$ cat config.mk
export PLATFORM = sky130hd
export DESIGN_NAME = mem_stage
export DESIGN_NICKNAME = d
export VERILOG_FILES = /design/src/rtl/mem_stage.sv
export SDC_FILE = /design/constraint.sdc
export NUM_CORES = 1
export LEC_CHECK = 0
export CORE_MARGIN = 5
export CORE_UTILIZATION = 41
export CTS_CLUSTER_DIAMETER = 50
export DETAILED_ROUTE_END_ITERATION = 8
export GPL_ROUTABILITY_DRIVEN = 0
export PLACE_DENSITY = 0.78
export SYNTH_ARGS = -nofsm -noshare
export SYNTH_HDL_FRONTEND = slang
export SYNTH_SLANG_ARGS = --single-unit
$ cat constraint.sdc
create_clock -name clk -period 3.3 [get_ports clk]
set_input_delay 0.33 -clock clk [delete_from_list [all_inputs] [get_ports clk]]
set_output_delay 0.33 -clock clk [all_outputs]
set_load 0.005 [all_outputs]
$ cat src/rtl/mem_stage.sv
// mem_stage: memory-access pipeline stage between Execute and Writeback.
// It holds one instruction, waits for its data-SRAM response when a load
// request is already in flight, aligns and extends load data, and skips
// responses that belong to flushed instructions.
module mem_stage #(
  parameter int DROP_W = 2
) (
  input  logic        clk,
  input  logic        rst,
  input  logic        ex_en,
  input  logic        EM_valid,
  output logic        M_allowin,
  input  logic [31:0] em_pc,
  input  logic [31:0] em_alu_result,
  input  logic        em_gr_we,
  input  logic [4:0]  em_dest,
  input  logic [3:0]  em_res_from_mem,
  input  logic        em_req_sent,
  input  logic        em_ex,
  input  logic [7:0]  em_ecode,
  input  logic        em_esubcode,
  input  logic        data_sram_data_ok,
  input  logic [31:0] data_sram_rdata,
  input  logic        W_allowin,
  output logic        MW_valid,
  output logic [31:0] mw_pc,
  output logic [31:0] mw_rf_wdata,
  output logic        mw_gr_we,
  output logic [4:0]  mw_dest,
  output logic        mw_ex,
  output logic [7:0]  mw_ecode,
  output logic        mw_esubcode,
  output logic [4:0]  MD_for_dest,
  output logic [31:0] MD_for_wdata,
  output logic        MD_for_stall
);

  localparam logic [DROP_W:0] DROP_MAX = (DROP_W+1)'(2);

  logic              m_valid;
  logic              waiting;
  logic              buf_valid;
  logic [31:0]       rbuf;
  logic [DROP_W-1:0] drop_cnt;
  logic [31:0]       m_alu;
  logic [3:0]        m_rfm;

  logic              drop_zero;
  logic              ok_owned;
  logic              ok_stale;
  logic              m_ready_go;
  logic              accept;
  logic              handoff;
  logic              is_load;
  logic [31:0]       ld_src;
  logic [1:0]        off;
  logic [15:0]       half;
  logic [7:0]        byte_v;
  logic [31:0]       ld_val;
  logic              m_owes;
  logic              em_owes;
  logic [DROP_W:0]   drop_sum;
  logic [DROP_W-1:0] drop_flush;

  // A data_ok is ours only when no stale responses are still in front of it.
  assign drop_zero  = (drop_cnt == '0);
  assign ok_owned   = data_sram_data_ok && drop_zero;
  assign ok_stale   = data_sram_data_ok && !drop_zero;

  assign m_ready_go = !waiting || ok_owned;
  assign MW_valid   = m_valid && m_ready_go;
  assign M_allowin  = !m_valid || (m_ready_go && W_allowin);
  assign accept     = EM_valid && M_allowin;
  assign handoff    = MW_valid && W_allowin;

  // Load alignment: buffered data wins once captured under back-pressure.
  assign is_load = m_rfm[3] | m_rfm[1] | m_rfm[0];
  assign ld_src  = buf_valid ? rbuf : data_sram_rdata;
  assign off     = m_alu[1:0];
  assign half    = ld_src[{off[1], 4'b0000} +: 16];
  assign byte_v  = ld_src[{off, 3'b000} +: 8];

  // Select word / half / byte and extend (zero-extend when bit 2 set).
  always_comb begin
    ld_val = ld_src;
    if (m_rfm[3])      ld_val = ld_src;
    else if (m_rfm[1]) ld_val = {{16{~m_rfm[2] & half[15]}}, half};
    else if (m_rfm[0]) ld_val = {{24{~m_rfm[2] & byte_v[7]}}, byte_v};
  end

  assign mw_rf_wdata  = is_load ? ld_val : m_alu;
  assign MD_for_wdata = mw_rf_wdata;
  assign MD_for_dest  = (m_valid && mw_gr_we) ? mw_dest : 5'd0;
  assign MD_for_stall = m_valid && waiting && is_load && !ok_owned;

  // Responses orphaned by a flush: M's pending one (unless it lands this
  // very cycle) plus Execute's in-flight one, minus a stale one retiring now.
  assign m_owes  = m_valid && waiting && !ok_owned;
  assign em_owes = EM_valid && em_req_sent;

  always_comb begin
    drop_sum   = {1'b0, drop_cnt} + (DROP_W+1)'(m_owes) + (DROP_W+1)'(em_owes)
                 - (DROP_W+1)'(ok_stale);
    drop_flush = (drop_sum > DROP_MAX) ? DROP_MAX[DROP_W-1:0] : drop_sum[DROP_W-1:0];
  end

  // Stale-response counter: reloaded on flush, otherwise counts down per stale data_ok.
  always_ff @(posedge clk or posedge rst) begin
    if (rst)           drop_cnt <= '0;
    else if (ex_en)    drop_cnt <= drop_flush;
    else if (ok_stale) drop_cnt <= drop_cnt - 1'b1;
  end

  // Stage valid, response wait and back-pressure buffer; flush has priority.
  always_ff @(posedge clk or posedge rst) begin
    if (rst) begin
      m_valid   <= 1'b0;
      waiting   <= 1'b0;
      buf_valid <= 1'b0;
      rbuf      <= '0;
    end else if (ex_en) begin
      m_valid   <= 1'b0;
      waiting   <= 1'b0;
      buf_valid <= 1'b0;
    end else begin
      if (M_allowin) m_valid <= EM_valid;
      if (accept) begin
        waiting   <= em_req_sent && !em_ex;
        buf_valid <= 1'b0;
      end else begin
        if (waiting && ok_owned) waiting <= 1'b0;
        if (waiting && ok_owned && !W_allowin) begin
          rbuf      <= data_sram_rdata;
          buf_valid <= 1'b1;
        end else if (handoff) begin
          buf_valid <= 1'b0;
        end
      end
    end
  end

  // Instruction fields captured on accept.
  always_ff @(posedge clk or posedge rst) begin
    if (rst) begin
      mw_pc       <= '0;
      m_alu       <= '0;
      mw_gr_we    <= 1'b0;
      mw_dest     <= '0;
      m_rfm       <= '0;
      mw_ex       <= 1'b0;
      mw_ecode    <= '0;
      mw_esubcode <= 1'b0;
    end else if (accept && !ex_en) begin
      mw_pc       <= em_pc;
      m_alu       <= em_alu_result;
      mw_gr_we    <= em_gr_we;
      mw_dest     <= em_dest;
      m_rfm       <= em_res_from_mem;
      mw_ex       <= em_ex;
      mw_ecode    <= em_ecode;
      mw_esubcode <= em_esubcode;
    end
  end

endmodule

==> impl_metrics.ini, run 1 <==
[detailed_routing]
dr.pass1.iters = 4
vias = 5118
via_per_inst = 5.196
drc_errors = 0
drt_iter0_drc = 347
wire_per_inst_um = 19.84
antenna_left = 0
routed_wl_um = 19540

[sta]
setup_viol = 0
slew_violations = 0
setup_tns_ns = 0
min_period_ns = 3.245
rsz0062_at_grt = no
max_freq_mhz = 308.2
tightestPinTransition_ns = 0.6554
clock-skew-final_ns = 0.006540
min_period_over_period_pct = 98.33
relSlewSlack_pct = 56.31
final-hold-violation-count = 0

[critical_path]
path_buf_inv = 2
crit_slowest_cell = clkdlybuf4s50_1
worstPathArrival_ns = 2.91
cp_max_fo = 18
crit_path_cell_trace = buf_4 > mux2_2 > mux2i_1 > a221oi_1 > o22ai_1 > nand2_1 > clkdlybuf4s50_1
required_ns = 2.97
cp-start-kind = flip-flop
slowest_delay_ns = 0.51
end_kind = output pin
path_class = reg2out
path_delay_family = buffers and inverters

[cells_and_area]
nets = 883
fin_cells = 985
fill_cells = 1234
antenna_cells = 0
drive_gt1_share_pct = 27.96
area_delta_synth_final_pct = 46.02

[logic_synthesis]
synth_seq_cells = 121
ys_async_sr_fraction_pct = 100.0
synth_area_leader_cell = dfrtp_1
synth_fp_nets = 677
synth_edf_count = 0
yosysMostFrequentCell = mux2_2
syn_inst = 550
ys_seq_area_share_pct = 46.69
yosysTopAreaCellShare_pct = 46.69
syn_area_per_cell_um2 = 11.79
netlist_area_um2 = 6485
ys_types = 50
synth_common_cells = mux2_2, dfrtp_1, nand2_1
synth_ff_type = dfrtp_1
ys_top_cells_by_area = dfrtp_1, mux2_2, buf_4, nand2_1, buf_6
ys.warnings.count = 0

[floorplanning]
rows = 46
io_pins = 243
fp.dieArea_um2 = 18430
start_util_pct = 41.27
die_w_um = 135.8
core-area_um2 = 15710
die_h_um = 135.8

[grt]
grt_overflow_total = 0
grt_first_pass_wirelength_um = 30450
grt_start_max_net_pins = 122
antenna_found_initial = 5
grt_pass1_vias = 5582
grt_use_total_pct = 21.53

[placement]
io_buffers = 242
placed_cells = 953
dp_hpwl_um = 14770

[power]
powerDensity_nw_per_um2 = 586.9
leakagePower_nw = 4.019
peakVddDrop_uv = 405.9

[cts]
post-cts-setup-buffers = 0
cts_htree_levels = 4
cts-hold-fix-buffers = 0
numCtsBuffers = 17
cts-root-buf = clkbuf_16
numClockSinks = 121
cts_tree = done
clk_pin_slew_worst_paths_ns = 0.06
clockBufferDepth = 2
clk_latency_ns = 0.41

[outcome]
status = complete, no violations

[flow_run]
maxCapViolCount = 0

[hold_path]
hold_class = in2async
cell usage in the layout (no fill, tap or decap), drive strengths merged, types with 3 or more instances in the layout:
cell type | netlist | routed
a21oi | 19 | 19
a221oi | 7 | 7
a22oi | 3 | 3
and3 | 5 | 5
buf | 56 | 13
clkbuf | 12 | 18
clkdlybuf4s50 | 0 | 242
clkinv | 0 | 4
clkinvlp | 0 | 4
dfrtp | 121 | 121
inv | 15 | 19
mux2 | 143 | 143
mux2i | 12 | 12
nand2 | 62 | 62
nand2b | 5 | 5
nor2 | 16 | 16
nor2b | 6 | 6
nor3 | 7 | 7
o211ai | 17 | 17
o21ai | 8 | 8
o22ai | 8 | 8
metrics by stage:
stage / util [%] / cell area [µm²] / setup slack, ns / power (mW) / hold slack [ns]
2_1_floorplan: - / 6489 / 0.7459 / 2.783 / 0.4584
3_3_place_gp: 56.16 / 8825 / 0.2124 / 3.611 / 0.4740
3_5_place_dp: 56.16 / 8825 / 0.1421 / 3.678 / 0.4908
4_1_cts: 60.09 / 9442 / 0.004545 / 5.600 / 0.4881
5_1_grt: 60.26 / 9469 / 0.004487 / 5.843 / 0.5007
6_report: 60.26 / 9469 / 0.05507 / 5.557 / 0.4562
logic make-up (layout without fill, tap and decap cells):
family                     count (synthesis)  after routing  share of synthesized area, %
muxes                                    156            156                         27.32
AOI/OAI and AO/OA                         75             75                         8.682
and+or+nand+nor                          110            110                         7.641
buffers and inverters                     83            302                         8.528
adders and majority gates                  4              4                         1.003
DFF                                      121            121                         46.69
xor gates and xnor gates                   1              1                        0.1351
worst register-to-register path: cells and delay by family, from the launching register on:
kind	cells	cell delay [ns]
adder cells (fa/ha/maj)	4	1.41
buffers and inverters	2	0.17
AO/OA/AOI/OAI	2	0.38
flip-flops	1	0.39
AND/OR/NAND/NOR	4	0.48
area by class of cell:
cell class	count	area [µm²]	share of cell area (%)
inverters	15	60.06	0.6342
clock buffers	18	439.2	4.638
clock inverters	14	163.9	1.731
well taps	216	270.3	2.854
repair buffers	255	2545	26.88
multi-input cells	346	2960	31.26
flip-flops and latches	121	3030	32.00
registers in the layout, indices dropped and copies added, names as in the netlist:
signal	cells
buf_valid	1
m_alu	32
m_rfm	4
m_valid	1
waiting	1
mw_dest	5
mw_pc	32
drop_cnt	2
mw_esubcode	1
mw_ecode	8
mw_gr_we	1
rbuf	32
mw_ex	1
timing repair:
action / CTS / global route
resized for setup: 3 / 5
pin swaps: 0 / 0
setup endpoints to repair: 12 / 11
where the power goes:
group	total [mW]	switching [mW]	leakage [nW]	internal, mW
sequential	1.88	0.166	1.49	1.72
combinational	1.79	0.720	2.24	1.07
clock	1.89	0.739	0.286	1.15
routing by layer:
layer / up-vias / routed length (µm) / global-route usage [%]
met5: - / 54 / 0
met4: 10 / 510 / 7.055
met3: 40 / 1781 / 10.03
met2: 198 / 9638 / 35.43
met1: 2548 / 7557 / 24.93
li1: 2322 / - / -
final timing paths:
check | startpoint | to | slack, ns | depth (start not counted)
worst min register to register | rbuf[26] | rbuf[26] | 0.50 | 1
worst max register to register | drop_cnt[1] | drop_cnt[0] | 0.39 | 12
worst min-delay path | rst | mw_pc[28] | 0.46 | 3
min in group clk | rbuf[26] | rbuf[26] | 0.50 | 1
worst max-delay path | buf_valid | mw_rf_wdata[5] | 0.06 | 7
max in group asynchronous | rst | m_rfm[3] | 2.34 | 3
(Power assumes the default switching activity.)
==> run 2, diff against run 1 <==
--- a/config.mk
+++ b/config.mk
@@ -5,6 +5,7 @@
 export SDC_FILE = /design/constraint.sdc
 export NUM_CORES = 1
 export LEC_CHECK = 0
+export CORE_ASPECT_RATIO = 1.1
 export CORE_MARGIN = 5
 export CORE_UTILIZATION = 41
 export CTS_CLUSTER_DIAMETER = 50
==> impl_metrics.ini, run 2 (synthesis results as in run 1) <==
[floorplanning]
io_pins = 243
die_h_um = 141.9
core-area_um2 = 15620
rows = 48
start_util_pct = 41.53
die_w_um = 129.9
fp.dieArea_um2 = 18430

[sta]
tightestPinTransition_ns = 0.9282
max_freq_mhz = 311.7
relSlewSlack_pct = 37.99
slew_violations = 0
min_period_ns = 3.208
min_period_over_period_pct = 97.21
final-hold-violation-count = 0
setup_viol = 0
clock-skew-final_ns = 0.007305
setup_ws_ns = 0.09192

[critical_path]
r2r_cells = 12
cp_max_fo = 16
crit_slowest_cell = clkdlybuf4s50_1
crit_path_cell_trace = buf_12 > mux2_4 > mux2_4 > a2bb2oi_1 > or3_1 > buf_4 > o211ai_1 > clkdlybuf4s50_1
slowest_delay_ns = 0.49
worst-r2r-setup-slack_ns = 0.44
rr_startpoint = drop_cnt[1]
rr_endpoint = drop_cnt[0]
required_ns = 2.97
cp-start-kind = flip-flop
worstPathArrival_ns = 2.88
path_class = reg2out
end_kind = output pin
cp_common_cell = mux2_4

[detailed_routing]
antenna_left = 0
dr.pass1.iters = 5
wire_per_inst_um = 19.89
vias = 5125
drt_iter0_drc = 289
via_per_inst = 5.256
drc_errors = 0
routed_wl_um = 19400

[grt]
grtUsageMet3_pct = 10.05
grt_first_pass_wirelength_um = 29970
antenna_found_initial = 6
grt_pass1_vias = 5472
grt_util_met1_pct = 24.23
grt_overflow_total = 0
grt_use_total_pct = 21.38
grt_start_max_net_pins = 47
grt_util_met2_pct = 35.57
busiest_layer = met2

[cells_and_area]
nets = 888
final_common_cell = clkdlybuf4s50_1
area_delta_synth_final_pct = 47.00
fin_util_pct = 61.05
final_cell_mix = clkdlybuf4s50_1, mux2_2, dfrtp_1
seq_area_um2 = 3030
top_regs = m_alu x32, mw_pc x32, rbuf x32
drive_gt1_share_pct = 27.78
fill_cells = 1237
multi_input_area_um2 = 2939

[cts]
clk_latency_ns = 0.41
cts_tree = done
numClockSinks = 121
cts-hold-fix-buffers = 0
cts-root-buf = clkbuf_16
clk_pin_slew_worst_paths_ns = 0.05
numCtsBuffers = 17
clockBufferDepth = 2
cts_htree_levels = 4

[power]
leakagePower_nw = 4.074
peakVddDrop_uv = 476.3
powerDensity_nw_per_um2 = 584.6

[hold_path]
hold_class = in2async

[flow_run]
maxCapViolCount = 0

[placement]
io_buffers = 242
dp_hpwl_um = 14870
dpl_worst_slack_ns = 0.2965

[outcome]
status = complete, no violations
## run 2: cell count changes in the layout (fill, tap and decap cells not counted), sizes merged
cell and change:
inv -5, buf +4, clkbuf +3, bufbuf +1
bufinv +1, clkdlybuf4s50 -1, clkinv +1, diode +1
dlymetal6s2s +1
## run 2: metal layers
| metal | routed length [µm] | part of all wire [%] |
|---|---|---|
| met2 | 9681 | 50 |
| met5 | 67 | 0.35 |
| met4 | 435 | 2.2 |
| met3 | 2051 | 11 |
| met1 | 7159 | 37 |
## run 2: final cells by class
cell class	instances	share of cell area, %
antenna	1	0.02625
clock buffer	21	4.935
multi-input combinational	346	30.83
tap	200	2.625
inverter	15	0.6300
timing repair buffer	260	27.64
clock inverter	11	1.523
sequential	121	31.79
## run 2: worst max path at each step
stage                             start          endpoint  slack, ns  cells after the start
floorplan                   drop_cnt[1]       drop_cnt[0]       0.75                     12
global placement    data_sram_rdata[23]  MD_for_wdata[15]       0.29                      8
detailed placement  data_sram_rdata[23]  MD_for_wdata[15]       0.30                      8
CTS                           buf_valid  MD_for_wdata[31]       0.04                      8
global route                  buf_valid   mw_rf_wdata[15]     -0.001                      8
finish                        buf_valid   mw_rf_wdata[31]       0.09                      8
## run 2: through the flow
step / TNS, ns / total power [mW] / hold slack (ns) / instance area, µm² / std cells
global placement: 0 / 3.621 / 0.4708 / 8845 / 939
CTS: 0 / 5.631 / 0.4694 / 9500 / 972
global route: -0.001184 / 5.863 / 0.5153 / 9530 / 974
finish: 0 / 5.573 / 0.4555 / 9533 / 975
detailed placement: 0 / 3.680 / 0.4800 / 8845 / 939
floorplan: 0 / 2.783 / 0.4584 / 6489 / 550
## run 2: critical path, delay by kind of cell (launching register included)
kind | cells | cell delay [ns]
flops | 1 | 0.43
simple gates | 1 | 0.15
buf+inv | 3 | 0.91
compound gates | 2 | 0.34
mux | 2 | 0.63
## run 2: report_power, final
group / total (mW) / switching (mW) / internal (mW)
clock network: 1.92 / 0.673 / 1.24
logic: 1.78 / 0.709 / 1.07
registers: 1.88 / 0.159 / 1.72
## run 2: repair_timing
| item | CTS | global route |
|---|---|---|
| setup buffers | 0 | 2 |
| gates resized for setup | 2 | 4 |
| cloned | 1 | 0 |
| pin swaps | 0 | 2 |
| endpoints found under the hold margin | 0 | 0 |
| setup endpoints to repair | 16 | 37 |
